--- src/rtl/icap_reboot.sv ---
`default_nettype none
// ============================================================================
// Module      : icap_reboot
// Description : Issues an IPROG reboot command stream through the ICAP,
//               targeting one of several flash bitstream slots.
// Revision    : 1.0 - initial release
// ============================================================================
module icap_reboot #(
    parameter int          NSLOTS      = 2,
    parameter logic [23:0] BASE_ADDR   = 24'h050000,
    parameter logic [23:0] SLOT_STRIDE = 24'h320000,
    parameter logic [23:0] GOLDEN_ADDR = 24'h050000,
    parameter logic [7:0]  READ_OPCODE = 8'h00,
    parameter int          DELAY_W     = 20,
    parameter int          AUTO_START  = 1,
    parameter int          AUTO_SLOT   = 1
) (
    input  logic        sys_clk,
    input  logic        sys_rst,
    input  logic        start,
    input  logic [2:0]  slot,
    input  logic        rescue,
    output logic        busy,
    output logic        done,
    output logic        icap_ce_n,
    output logic        icap_write_n,
    output logic [15:0] icap_d,
    input  logic        icap_busy
);

    localparam logic [1:0]         c_IDLE     = 2'd0;
    localparam logic [1:0]         c_DELAY    = 2'd1;
    localparam logic [1:0]         c_SEND     = 2'd2;
    localparam logic [1:0]         c_DONE     = 2'd3;
    localparam logic [3:0]         c_LAST_IDX = 4'd13;
    localparam logic [3:0]         c_NSLOTS   = 4'(NSLOTS);
    localparam logic [2:0]         c_AUTO_SLT = 3'(AUTO_SLOT);
    localparam logic               c_AUTO_EN  = (AUTO_START != 0);
    localparam logic [DELAY_W-1:0] c_CNT_ONE  = DELAY_W'(1);

    logic [1:0]         r_state;
    logic [3:0]         r_idx;
    logic [DELAY_W-1:0] r_cnt;
    logic [23:0]        r_addr;
    logic               r_auto;
    logic               r_ce_n;
    logic [15:0]        r_d;

    logic               w_req;
    logic [2:0]         w_slot_sel;
    logic [2:0]         w_eff_slot;
    logic [23:0]        w_offset;
    logic [23:0]        w_target;
    logic [DELAY_W-1:0] w_cnt_next;
    logic [15:0]        w_word;
    logic [15:0]        w_word_rev;

    // The pending auto request is consumed by the first IDLE cycle after reset.
    assign w_req      = start | r_auto;
    assign w_slot_sel = start ? slot : c_AUTO_SLT;
    assign w_eff_slot = (rescue || ({1'b0, w_slot_sel} >= c_NSLOTS)) ? 3'd0 : w_slot_sel;
    assign w_offset   = {21'd0, w_eff_slot} * SLOT_STRIDE;
    assign w_target   = BASE_ADDR + w_offset;
    assign w_cnt_next = r_cnt + c_CNT_ONE;

    always_comb begin
        w_word = 16'hFFFF;
        case (r_idx)
            4'd0:    w_word = 16'hFFFF;
            4'd1:    w_word = 16'hAA99;
            4'd2:    w_word = 16'h5566;
            4'd3:    w_word = 16'h3261;
            4'd4:    w_word = r_addr[15:0];
            4'd5:    w_word = 16'h3281;
            4'd6:    w_word = {READ_OPCODE, r_addr[23:16]};
            4'd7:    w_word = 16'h3301;
            4'd8:    w_word = GOLDEN_ADDR[15:0];
            4'd9:    w_word = 16'h3321;
            4'd10:   w_word = {READ_OPCODE, GOLDEN_ADDR[23:16]};
            4'd11:   w_word = 16'h30A1;
            4'd12:   w_word = 16'h000E;
            4'd13:   w_word = 16'h2000;
            default: w_word = 16'hFFFF;
        endcase
    end

    // ICAP expects each byte bit-swapped relative to the bitstream word.
    always_comb begin
        w_word_rev = 16'h0000;
        for (int i = 0; i < 8; i++) begin
            w_word_rev[7-i]  = w_word[i];
            w_word_rev[15-i] = w_word[8+i];
        end
    end

    always_ff @(posedge sys_clk or posedge sys_rst) begin
        if (sys_rst) begin
            r_state <= c_IDLE;
            r_idx   <= 4'd0;
            r_cnt   <= '0;
            r_addr  <= 24'd0;
            r_auto  <= c_AUTO_EN;
            r_ce_n  <= 1'b1;
            r_d     <= 16'hFFFF;
        end else begin
            r_ce_n <= 1'b1;
            r_d    <= 16'hFFFF;
            case (r_state)
                c_IDLE: begin
                    if (w_req) begin
                        r_addr  <= w_target;
                        r_cnt   <= '0;
                        r_auto  <= 1'b0;
                        r_state <= c_DELAY;
                    end
                end
                c_DELAY: begin
                    r_cnt <= w_cnt_next;
                    if (w_cnt_next[DELAY_W-1]) begin
                        r_idx   <= 4'd0;
                        r_state <= c_SEND;
                    end
                end
                c_SEND: begin
                    // A stalled word is re-presented because the index holds.
                    r_ce_n <= 1'b0;
                    r_d    <= w_word_rev;
                    if (!icap_busy) begin
                        if (r_idx == c_LAST_IDX) begin
                            r_state <= c_DONE;
                        end else begin
                            r_idx <= r_idx + 4'd1;
                        end
                    end
                end
                c_DONE: begin
                    r_state <= c_DONE;
                end
                default: begin
                    r_state <= c_IDLE;
                end
            endcase
        end
    end

    assign busy         = (r_state == c_DELAY) || (r_state == c_SEND);
    assign done         = (r_state == c_DONE);
    assign icap_ce_n    = r_ce_n;
    assign icap_write_n = r_ce_n;
    assign icap_d       = r_d;

endmodule
`default_nettype wire

--- config.mk ---
export PLATFORM = sky130hd
export DESIGN_NAME = icap_reboot
export DESIGN_NICKNAME = d
export VERILOG_FILES = /design/src/rtl/icap_reboot.sv
export SDC_FILE = /design/constraint.sdc
export NUM_CORES = 1
export LEC_CHECK = 0
export ABC_CLOCK_PERIOD_IN_PS = 2300
export CAP_MARGIN = 0
export CORE_UTILIZATION = 50
export CTS_CLUSTER_SIZE = 16
export DETAILED_ROUTE_END_ITERATION = 7
export PLACE_DENSITY = 0.73
export REMOVE_ABC_BUFFERS = 1
export SLEW_MARGIN = 10
export SYNTH_ARGS = -nofsm -noshare
export SYNTH_HDL_FRONTEND = slang
export SYNTH_SLANG_ARGS = --single-unit
--- constraint.sdc ---
create_clock -name sys_clk -period 2.3 [get_ports sys_clk]
set_input_delay 0.575 -clock sys_clk [delete_from_list [all_inputs] [get_ports sys_clk]]
set_output_delay 0.575 -clock sys_clk [all_outputs]
set_load 0.02 [all_outputs]
Yosys cells after proc, flatten, opt, wreduce, memory -nomap -nowiden
Cells that the tools add are included.
{"block": "op_classes", "add_sub_neg": 3, "multipliers": 1, "order_cmp": 1, "eq_ne": 21, "mux": 16, "bitwise": 1, "reduce_logical": 9}
{"operator": "16-bit one-hot mux with 13 select lines", "count": 1}
{"operator": "20-bit one-hot mux with 2 select lines", "count": 1}
{"operator": "19-bit by 24-bit adder with 24-bit output (first input constant)", "count": 1}
{"operator": "4-bit == test (second input constant)", "count": 6}
{"operator": "20-bit by 1-bit adder with 20-bit output (second input constant)", "count": 1}
{"operator": "20-bit two-way mux", "count": 1}
{"operator": "4-bit by 3-bit == test with 1-bit output (second input constant)", "count": 4}
{"operator": "16-bit two-way mux", "count": 1}
{"operator": "4-bit two-way mux", "count": 3}
{"operator": "2-bit inequality test (second input constant)", "count": 5}
{"operator": "4-bit by 2-bit == test with 1-bit output (second input constant)", "count": 2}
{"operator": "2-bit two-way mux", "count": 4}
{"operator": "2-bit one-hot mux with 4 select lines", "count": 1}
{"operator": "4-bit one-hot mux with 2 select lines", "count": 1}
{"operator": "4-bit AND reduction", "count": 2}
{"operator": "3-bit by 5-bit multiplier with 7-bit output (second input constant)", "count": 1}
{"operator": "3-bit two-way mux", "count": 2}
{"operator": "4-bit by 1-bit adder with 4-bit output (second input constant)", "count": 1}
{"operator": "2-bit == test (second input constant)", "count": 2}
{"operator": "4-bit by 1-bit == test with 1-bit output (second input constant)", "count": 1}
{"operator": "2-bit AND reduction", "count": 2}
{"operator": "2-bit nonzero test", "count": 2}
{"operator": "3-bit by 2-bit greater-or-equal comparator with 1-bit output (second input constant)", "count": 1}
{"operator": "2-bit by 1-bit == test with 1-bit output (second input constant)", "count": 1}
{"operator": "4 further kinds", "count": 5}
{"block": "totals", "reg_bits": 68, "input_bits": 8, "out_inout_bits": 20, "wordCells": 59}

Longest topological paths before layout
Gate-level depths: netlist of run 1.
{"block": "logic_depth", "depth_word": 6, "depth_mapped": 8, "depth_no_buf": 7}

Least setup slack after synthesis of run 1
OpenSTA, ideal clock, no wires.
{"block": "synth_path", "kind": "flip-flop to flip-flop", "start": "register r_state[0]", "end": "register r_cnt[9]", "setup_time_ns": 0.133, "arrival_ns": 1.578, "t_required_ns": 2.167, "path_slack_ns": 0.589, "path_stages_with_launch": 8, "path_buffers": 0, "synth_period_minus_slack_ns": 1.711, "cell_sequence": "dfrtp_1 inv_1 ha_1 nor3b_2 nor4_2 nand3_1 xor2_1 nor2_1"}
{"block": "synth_via", "elab_chain_cells": 3, "elab_cells_between_ends": 6, "classes_between": "eq/ne (2); mux (1); reduce/logical (3)"}
{"item": "start, declared", "line": "41", "text": "logic [1:0] r_state;"}
{"item": "start signal, assigned", "line": "98", "text": "r_state <= c_IDLE;"}
{"item": "start signal, assigned", "line": "114", "text": "r_state <= c_DELAY;"}
{"item": "start signal, assigned", "line": "121", "text": "r_state <= c_SEND;"}
{"item": "2-bit by 1-bit == test with 1-bit output / 2-bit zero test (equally long branches)", "line": "108", "text": "case (r_state)"}
{"item": "2-bit nonzero test (no line) / 2-bit inequality test (equally long branches)"}
{"item": "2-bit AND reduction (no line)"}
{"item": "end signal, assigned", "line": "118", "text": "r_cnt <= w_cnt_next;"}
{"item": "end, declared", "line": "43", "text": "logic [DELAY_W-1:0] r_cnt;"}
Several ways; a longest one is shown, not always the timed one.
A chain may end at the register's enable or synchronous reset.

Final worst setup path of run 1
{"block": "layout_path", "start": "register r_state[1]", "end": "register r_cnt[3]"}
The elaborated chain is that of the path after synthesis.

==> results.ini, run 1 <==
[die]
start_util = 0.528
rows = 26
ios = 28
core_area_sq_um = 5200
die_w_um = 76.1
fp.dieH_um = 76.1
die_area_sq_um = 5800

[worst_setup_path]
crit_top_cell = nor2_1
slowest_delay_ps = 830
crit_path_top_delay_cell = nor2_1
critPathKind = reg -> reg
cp_max_fo = 16
path_buf_inv = 1
critPathArrivalTime_ps = 2240
path_depth = 5
crit_chain = inv_1 > ha_1 > o21ai_0 > nor2_1 > nor2_1
regToRegStartpoint = r_state[1]
r2r_cells = 5
critical_path.top_delay_family = simple AND/OR/NAND/NOR gates
startpoint_type = flip-flop
worstSetupEndpoint = r_cnt[3]
endpoint_kind = flip-flop
required_ps = 2450
timing.rr.end = r_cnt[3]
rrSetupSlack_ps = 210
startpoint = r_state[1]

[job]
maxCapViolCount = 0

[global_routing]
antenna_found_initial = 0
grt_pass1_wl_um = 8980
overflow = 0
first_global_vias = 1961
grt_max_degree = 32
grt_use_total = 0.193

[sta]
tightest_slew_ps = 1080
setup_tns_ps = 0
min_period_over_period = 0.910
finalHoldViolCount = 0
rsz0062_at_grt = no
max_slew_margin = 0.275
fmax_mhz = 478
worst_clock_skew_ps = 5.23
setup_violations = 0
period_minus_slack_ps = 2090
drv_slew = 0

[cts]
insertion_delay_ps = 300
cts_max_path_buffers = 2
tritoncts.num_buffers = 5
clock-sinks = 50
htree_levels = 2
clk_pin_slew_ps = 90
cts_hold_buf = 0
cts_tree = built
cts_root_buf = clkbuf_8

[synth]
synth_seq_area_share = 0.463
muxShareOfSynthArea = 0.0150
synth-simple-area-share = 0.205
synthFlopType = dfrtp_1
synth_fa_ha_area_frac = 0.0683
synth_cell_types = 54
synth_seq_cells = 50
synth_largest_area_cell = dfrtp_1
yosys-top-cells-count = dfrtp_1 (34), nor2_1 (31), nand2_1 (28), o21ai_0 (19), dfstp_2 (16)
synth_top_family_by_area = simple AND/OR/NAND/NOR gates
ys_top_cells_by_area = dfrtp_1 (31%), dfstp_2 (15%), ha_1 (6.8%)
syn_area_sq_um = 2750
post-synth-top-count-cell = dfrtp_1
synthXorXnorAreaFrac = 0.0606
synth_edf_count = 0
synth_compound_area_frac = 0.140
syn_area_per_cell_sq_um = 9.71
async_reset_ff_frac = 1.00
syn_inst = 283
synth_warnings = 0
synth_top_area_frac = 0.310

[route]
vias = 2086
drc = 0
top_layer_used = met4
wl_per_cell_um = 13.0
wl_met1_um = 2450
wl_met3_um = 197
viasPerCell = 5.43
wl_met2_um = 2280
antenna_left = 0
drt-initial-drc-count = 156
drtPass1Iterations = 4
wl_um = 5010

[cells_and_area]
n_antenna_cell = 0
finish.utilization = 0.616
syn_to_final_growth_pct = 16.6
fillerInstances = 453
stdcell_count = 384
final_nets = 336
drive_gt1_frac = 0.166

[placement]
dp_cells = 376
place_congestion = 0.788
dp_hpwl_um = 3680
io_buffers = 27

[power]
irDropWorstVdd_mv = 0.239
leakage_nw = 1.42
cellPowerDensity_nw_per_um2 = 454

[outcome]
status = complete, no violations

[hold_path]
hp-class = reg -> reg

[layout by cell type, fill, tap and decap left out, types with 7 or more instances in the layout]
master	netlist	routed
dfstp_2	16	16
xor2_1	15	15
nor2_1	31	31
inv_1	13	12
ha_1	15	14
clkdlybuf4s50_1	0	26
o21ai_0	19	19
nand3_1	13	13
nand2_1	28	28
nand4_1	7	7
dfrtp_1	34	34
a21oi_1	12	12
[sequential cells by signal, summed over array words and instances, names as in the netlist]
name / count
icap_ce_n: 1
icap_d: 14
r_addr: 8
r_auto: 1
r_cnt: 20
r_idx: 4
r_state: 2
[layout make-up]
cell class | count | area, sq um | area share
Timing Repair Buffer | 34 | 338 | 0.105
Multi-Input combinational cell | 209 | 1370 | 0.427
Tap cell | 70 | 87.6 | 0.0273
Inverter | 13 | 48.8 | 0.0152
Clock buffer | 7 | 86.3 | 0.0269
Sequential cell | 50 | 1270 | 0.397
Clock inverter | 1 | 5.00 | 0.00156
[where the power goes]
part | switching [W] | internal [W]
clock | 0.000277 | 0.000243
sequential | 0 | 0.000880
combinational | 0.0000309 | 0.0000254
[worst min-delay path by stage]
stage          startpoint    endpoint  slack (ps)  cells past startpoint
2_1_floorplan  r_addr[18]  r_addr[18]         410                      2
3_3_place_gp   r_addr[18]  r_addr[18]         420                      2
3_5_place_dp   r_addr[18]  r_addr[18]         440                      2
4_1_cts        r_addr[18]  r_addr[18]         460                      2
5_1_grt        r_addr[18]  r_addr[18]         500                      2
6_report       r_addr[18]  r_addr[18]         450                      2
[tightest hold or removal path, cell delays in order, from the launching register on]
cell	delay, ps
dfrtp_1	330
inv_1	50
nand2_1	50
[through the flow]
step / setup WS, ps / total power, W / area, sq um / hold WS [ps]
finish: 207 / 0.00146 / 3200 / 455
global route: 5.53 / 0.00150 / 3200 / 501
CTS: 29.7 / 0.00147 / 3200 / 457
detailed placement: -58.9 / 0.000953 / 3110 / 436
global placement: 16.3 / 0.000953 / 3110 / 422
floorplan: 329 / 0.000926 / 2690 / 411
[layer usage]
metal,up-vias,global-route usage
met1,1000,0.274
met5,-,0
met2,50,0.293
met4,0,0.0673
met3,6,0.0395
li1,1030,-
[cell families (layout without fill, tap and decap cells)]
kind of cell | Yosys count | count (layout)
and+or+nand+nor | 106 | 106
adders and majority gates | 15 | 15
muxes | 4 | 4
DFF | 50 | 50
xor gates and xnor gates | 19 | 19
buffers and inverters | 28 | 55
AOI/OAI and AO/OA | 59 | 59
other | 2 | 6
[repair_timing]
item / in CTS / in global routing
hold endpoints to repair: 0 / 0
setup buffers: 0 / 0
setup endpoints to repair: 0 / 5
gates resized for setup: 0 / 2
No activity file was read; power rests on OpenSTA's default activity.
==> inputs of run 2 (changes only) <==
--- a/config.mk
+++ b/config.mk
@@ -5,11 +5,12 @@
 export SDC_FILE = /design/constraint.sdc
 export NUM_CORES = 1
 export LEC_CHECK = 0
-export ABC_CLOCK_PERIOD_IN_PS = 2300
+export ABC_CLOCK_PERIOD_IN_PS = 2000
 export CAP_MARGIN = 0
 export CORE_UTILIZATION = 50
 export CTS_CLUSTER_SIZE = 16
 export DETAILED_ROUTE_END_ITERATION = 7
+export GPL_TIMING_DRIVEN = 0
 export PLACE_DENSITY = 0.73
 export REMOVE_ABC_BUFFERS = 1
 export SLEW_MARGIN = 10
==> constraint.sdc (replaced) <==
create_clock -name sys_clk -period 2 [get_ports sys_clk]
set_input_delay 0.4 -clock sys_clk [delete_from_list [all_inputs] [get_ports sys_clk]]
set_output_delay 0.4 -clock sys_clk [all_outputs]
set_load 0.02 [all_outputs]
==> run 2 against run 1 <==
Effect of this change: first-iteration DRC count down 33%; global-route usage decreased by 0.97 points; critical path type is now reg -> out; count of clock-buffer cells in the layout did not move; critical endpoint is now done; sequential share of layout area fell by 0.78 points; routed wire length decreased by 1.8%; total power is 17% higher; flip-flop and latch count is the same; non-clock buffer count fell by 4.
==> results.ini, run 2 (synthesized netlist as in run 1, its figures left out) <==
[die]
fp.dieH_um = 76.1  ; unchanged
die_area_sq_um = 5800  ; unchanged
rows = 26  ; unchanged
ios = 28  ; unchanged
die_w_um = 76.1  ; unchanged
core_area_sq_um = 5200  ; unchanged
start_util = 0.528  ; unchanged

[power]
cellPowerDensity_nw_per_um2 = 519  ; +14%
leakage_nw = 1.39  ; -1.6%
irDropWorstVdd_mv = 0.310  ; +29%

[sta]
tightest_slew_ps = 629  ; -454 ps
period_minus_slack_ps = 1880
max_slew_margin = 0.581  ; +0.306
drv_slew = 0  ; unchanged
setup_tns_ps = 0  ; unchanged
finalHoldViolCount = 0  ; unchanged
min_period_over_period = 0.940
rsz0062_at_grt = no
fmax_mhz = 532
worst_clock_skew_ps = 6.07  ; +0.839 ps
setup_violations = 0  ; unchanged

[worst_setup_path]
cp_max_fo = 4  ; -12
endpoint_kind = output pin
critPathKind = reg -> out
startpoint_type = flip-flop
critPathArrivalTime_ps = 1480  ; -760 ps
required_ps = 1600  ; -850 ps
r2r_cells = 8  ; +3
timing.rr.end = r_cnt[17]
worstSetupEndpoint = done
rrSetupSlack_ps = 130  ; -80 ps
startpoint = r_state[0]
regToRegStartpoint = r_state[1]

[cells_and_area]
multi_input_area_sq_um = 1430  ; +4.8%
final_cell_mix = dfrtp_1 (33), nor2_1 (29), nand2_1 (28), clkdlybuf4s50_1 (26), o21ai_0 (18)
stdcell_count = 380  ; -1.0%
largest-register = r_cnt
final_nets = 332  ; -1.2%
n_antenna_cell = 0  ; unchanged
fillerInstances = 433  ; -4.4%
drive_gt1_frac = 0.174  ; +0.00859
seq_area_sq_um = 1270  ; about the same
largest_reg_flops = 20  ; unchanged
syn_to_final_growth_pct = 19.1
final_common_cell = dfrtp_1

[hold_path]
hp-class = in -> async

[placement]
dp_hpwl_um = 3560  ; -3.1%
place_congestion = 0.814  ; +3.3%
io_buffers = 27  ; unchanged
dp_cells = 370  ; -1.6%

[cts]
htree_levels = 2  ; unchanged
clock-sinks = 50  ; unchanged
cts_max_path_buffers = 2  ; unchanged
cts_tree = built
insertion_delay_ps = 290  ; about the same
clk_pin_slew_ps = 90  ; about the same
tritoncts.num_buffers = 5  ; unchanged
cts_hold_buf = 0  ; unchanged
cts_root_buf = clkbuf_8

[route]
viasPerCell = 5.37  ; -1.2%
wl_um = 4920  ; -1.8%
drt-initial-drc-count = 104  ; -33%
drtPass1Iterations = 4  ; unchanged
vias = 2040  ; -2.2%
antenna_left = 0  ; unchanged
drc = 0  ; unchanged
wl_per_cell_um = 12.9  ; -0.76%

[global_routing]
global_route.usage.met2 = 0.282  ; -0.0109
grt-busiest-layer = met2
grt_max_degree = 33  ; +3.1%
grt.met3_usage = 0.0275  ; -0.0120
grtUsageMet1 = 0.272  ; -0.00256
grt_pass1_wl_um = 8730  ; -2.8%
first_global_vias = 1901  ; -3.1%
antenna_found_initial = 0  ; unchanged
grt_use_total = 0.183  ; -0.00968
overflow = 0  ; unchanged

[outcome]
status = complete, no violations

[job]
maxCapViolCount = 0  ; unchanged

-- run 2: report_power, final --
part	total [W]	leakage (nW)	switching, W	internal [W]
clock	0.000625	0.0519	0.000314	0.000311
sequential	0.00101	0.591	0	0.00101
combinational	0.0000624	0.751	0.0000359	0.0000264
total	0.00170	1.39	0.000350	0.00135
-- run 2: routing by layer --
| layer | up-vias | part of all wire |
|---|---|---|
| met2 | 49 | 0.46 |
| met1 | 967 | 0.49 |
| met4 | 0 | 0.0063 |
| li1 | 1020 | - |
| met5 | - | 0 |
| met3 | 4 | 0.043 |
-- run 2: what timing repair did --
item / in CTS / in global routing
cloned: 0 / 0
resized for setup: 5 / 10
pin swaps: 0 / 3
setup buffers: 0 / 2
endpoints found under the setup margin: 22 / 17
-- run 2: metrics by stage --
stage	hold WS [ps]	utilization	setup slack (ps)	power (W)	cell area [sq um]
6_report	404	0.629	121	0.00170	3270
5_1_grt	447	0.629	15.3	0.00177	3270
4_1_cts	410	0.610	45.8	0.00172	3180
3_5_place_dp	429	0.588	-523	0.00109	3060
3_3_place_gp	421	0.585	-838	0.00109	3040
2_1_floorplan	411	-	29.2	0.00106	2690
-- run 2: final cells by class --
cell class,count,area share
multi-input combinational,209,0.438
sequential,50,0.389
timing repair buffer,30,0.101
clock buffer,7,0.0294
tap,70,0.0268
inverter,13,0.0149
clock inverter,1,0.00115
-- run 2: critical path, stage by stage, from the launching register on --
cell	delay (ps)
dfrtp_2	450
ha_1	210
clkdlybuf4s50_1	530
-- run 2: how the worst min path moves through the flow --
stage	startpoint	endpoint	slack, ps	depth (start not counted)
after floorplan	r_addr[18]	r_addr[18]	410	2
after global placement	r_addr[18]	r_addr[18]	420	2
after detailed placement	r_addr[18]	r_addr[18]	430	2
after CTS	sys_rst	r_cnt[9]	410	2
after global routing	sys_rst	r_cnt[9]	450	2
final	sys_rst	r_cnt[9]	400	2
==> inputs of run 3 (changes only) <==
--- a/config.mk
+++ b/config.mk
@@ -7,11 +7,13 @@
 export LEC_CHECK = 0
 export ABC_CLOCK_PERIOD_IN_PS = 2000
 export CAP_MARGIN = 0
+export CORE_MARGIN = 8
 export CORE_UTILIZATION = 50
 export CTS_CLUSTER_SIZE = 16
 export DETAILED_ROUTE_END_ITERATION = 7
 export GPL_TIMING_DRIVEN = 0
 export PLACE_DENSITY = 0.73
+export RECOVER_POWER = 50
 export REMOVE_ABC_BUFFERS = 1
 export SLEW_MARGIN = 10
 export SYNTH_ARGS = -nofsm -noshare
==> run 3 against run 2 <==
Effect of this change: die area rose by 40%; routed wire length up 4.5%; total power is 3.6% lower; cell area down 1.4%; count of clock-buffer cells in the layout is the same; critical path depth stayed put; hold slack improved by 46 ps; flip-flop and latch count unchanged; via count is 0.88% lower; global-route usage fell by 4.9 points; final cell count is 0.26% higher; sequential share of layout area rose by 0.52 points; critical endpoint unchanged; largest cell class unchanged; largest power group unchanged.
==> results.ini, run 3 (synthesized netlist as in run 1, its figures left out) <==
[cts]
tritoncts.num_buffers = 5  ; unchanged
clock-sinks = 50  ; unchanged
cts_root_buf = clkbuf_8
insertion_delay_ps = 300  ; about the same
htree_levels = 2  ; unchanged
cts_max_path_buffers = 2  ; unchanged
cts_tree = built
clk_pin_slew_ps = 90  ; about the same

[placement]
dp_hpwl_um = 3740  ; +5.0%
io_buffers = 27  ; unchanged
placed_area_sq_um = 3070  ; about the same
place_congestion = 0.796  ; -2.2%

[global_routing]
grt_pass1_wl_um = 9250  ; +6.0%
first_global_vias = 1965  ; +3.4%
grt_max_degree = 36  ; +9.1%
antenna_found_initial = 0  ; unchanged
grt_use_total = 0.134  ; -0.0488
overflow = 0  ; unchanged

[cells_and_area]
final_area_sq_um = 3230  ; -1.4%
final_cell_mix = dfrtp_1 (34), nor2_1 (30), nand2_1 (28), clkdlybuf4s50_1 (25), o21ai_0 (18)
final_nets = 331  ; -0.30%
largest-register = r_cnt
n_antenna_cell = 0  ; unchanged
syn_to_final_growth_pct = 17.4
drive_gt1_frac = 0.162  ; -0.0124
largest_reg_flops = 20  ; unchanged
final_common_cell = dfrtp_1

[worst_setup_path]
critPathArrivalTime_ps = 1520  ; +40 ps
crit_path_top_delay_cell = clkdlybuf4s50_1
slowest_delay_ps = 600  ; +70 ps
cp_max_fo = 4  ; unchanged
startpoint_type = flip-flop
crit_chain = ha_1 > clkdlybuf4s50_1
path_depth = 2  ; unchanged
r2r_cells = 7  ; -1
endpoint_kind = output pin
critical_path.top_delay_family = buffers and inverters
path_buf_inv = 1  ; unchanged
critPathKind = reg -> out
required_ps = 1600  ; about the same

[route]
drc = 0  ; unchanged
wl_per_cell_um = 13.5  ; +4.2%
drt-initial-drc-count = 121  ; +16%
wl_um = 5140  ; +4.5%
antenna_left = 0  ; unchanged
vias = 2022  ; -0.88%
drtPass1Iterations = 4  ; unchanged
viasPerCell = 5.31  ; -1.1%

[die]
ios = 28  ; unchanged
fp.dieH_um = 90.1  ; +18%
die_w_um = 90.1  ; +18%
start_util = 0.508  ; -0.0196
core_area_sq_um = 5410  ; +3.8%
rows = 27  ; +3.8%
die_area_sq_um = 8120  ; +40%

[sta]
drv_slew = 0  ; unchanged
rsz0062_at_grt = yes
setup_violations = 0  ; unchanged
worst_clock_skew_ps = 4.29  ; -1.78 ps
setup_tns_ps = 0  ; unchanged
min_period_over_period = 0.959  ; +0.0191
tightest_slew_ps = 628  ; -0.868 ps
finalHoldViolCount = 0  ; unchanged
max_slew_margin = 0.581  ; about the same
fmax_mhz = 522  ; -2.0%
period_minus_slack_ps = 1920  ; +38.2 ps

[job]
maxCapViolCount = 0  ; unchanged

[outcome]
status = complete, no violations

[hold_path]
holdPathStages = 2
hp-class = reg -> reg

[power]
irDropWorstVdd_mv = 0.250  ; -19%
leakage_nw = 1.38  ; -0.85%
cellPowerDensity_nw_per_um2 = 508  ; -2.2%

run 3: per-layer routing:
| layer | track usage | wire (um) | up-vias |
|---|---|---|---|
| li1 | - | - | 1019 |
| met4 | 0.0374 | 36 | 0 |
| met3 | 0.0391 | 300 | 4 |
| met1 | 0.184 | 2420 | 950 |
| met5 | 0 | 0 | - |
| met2 | 0.200 | 2380 | 49 |
run 3: cell type report:
type	instances	area (sq um)
inverters	13	48.8
repair buffers	29	297
well taps	72	90.1
fillers	469	2180
clock buffers	7	76.3
clock inverters	1	6.26
multi-input cells	209	1440
flip-flops and latches	50	1270
run 3: per-stage QoR:
step           total power [W]   util  worst slack (ps)  std cells  hold slack [ps]
2_1_floorplan          0.00106      -              29.2        272              411
3_3_place_gp           0.00109  0.563              -849        371              421
3_5_place_dp           0.00109  0.567              -518        372              433
4_1_cts                0.00166  0.585              22.4        380              397
5_1_grt                0.00171  0.597             -24.1        381              472
6_report               0.00164  0.597              82.8        381              450
run 3: path summary, 6_finish.rpt:
| check | startpoint | end | slack [ps] |
|---|---|---|---|
| worst max register to register | r_state[1] | r_cnt[17] | 130 |
| min in group asynchronous | sys_rst | r_cnt[9] | 590 |
| worst min-delay path | r_addr[18] | r_addr[18] | 450 |
| worst max-delay path | r_state[0] | done | 80 |
| worst min register to register | r_addr[18] | r_addr[18] | 450 |
| max in group asynchronous | sys_rst | r_auto | 440 |
run 3: worst reg2reg max path: stages, from the launching register on:
cell     delay (ps)
dfrtp_1         420
inv_1           170
ha_4            250
nor2_1          160
nor4_2          420
nand3_1         140
xor2_1          160
nor2_1           90
run 3: what timing repair did:
action / 4_1_cts / 5_1_grt
buffers inserted: 0 / 1
setup endpoints to repair: 28 / 20
gates resized for setup: 5 / 9
pin swaps: 0 / 1
hold buffers: 0 / 0
hold endpoints to repair: 0 / 0
run 3: report_power, final:
| part | switching, W | internal (W) |
|---|---|---|
| Combinational | 0.0000353 | 0.0000233 |
| Sequential | 0 | 0.00101 |
| Clock | 0.000318 | 0.000249 |
| Total | 0.000354 | 0.00128 |
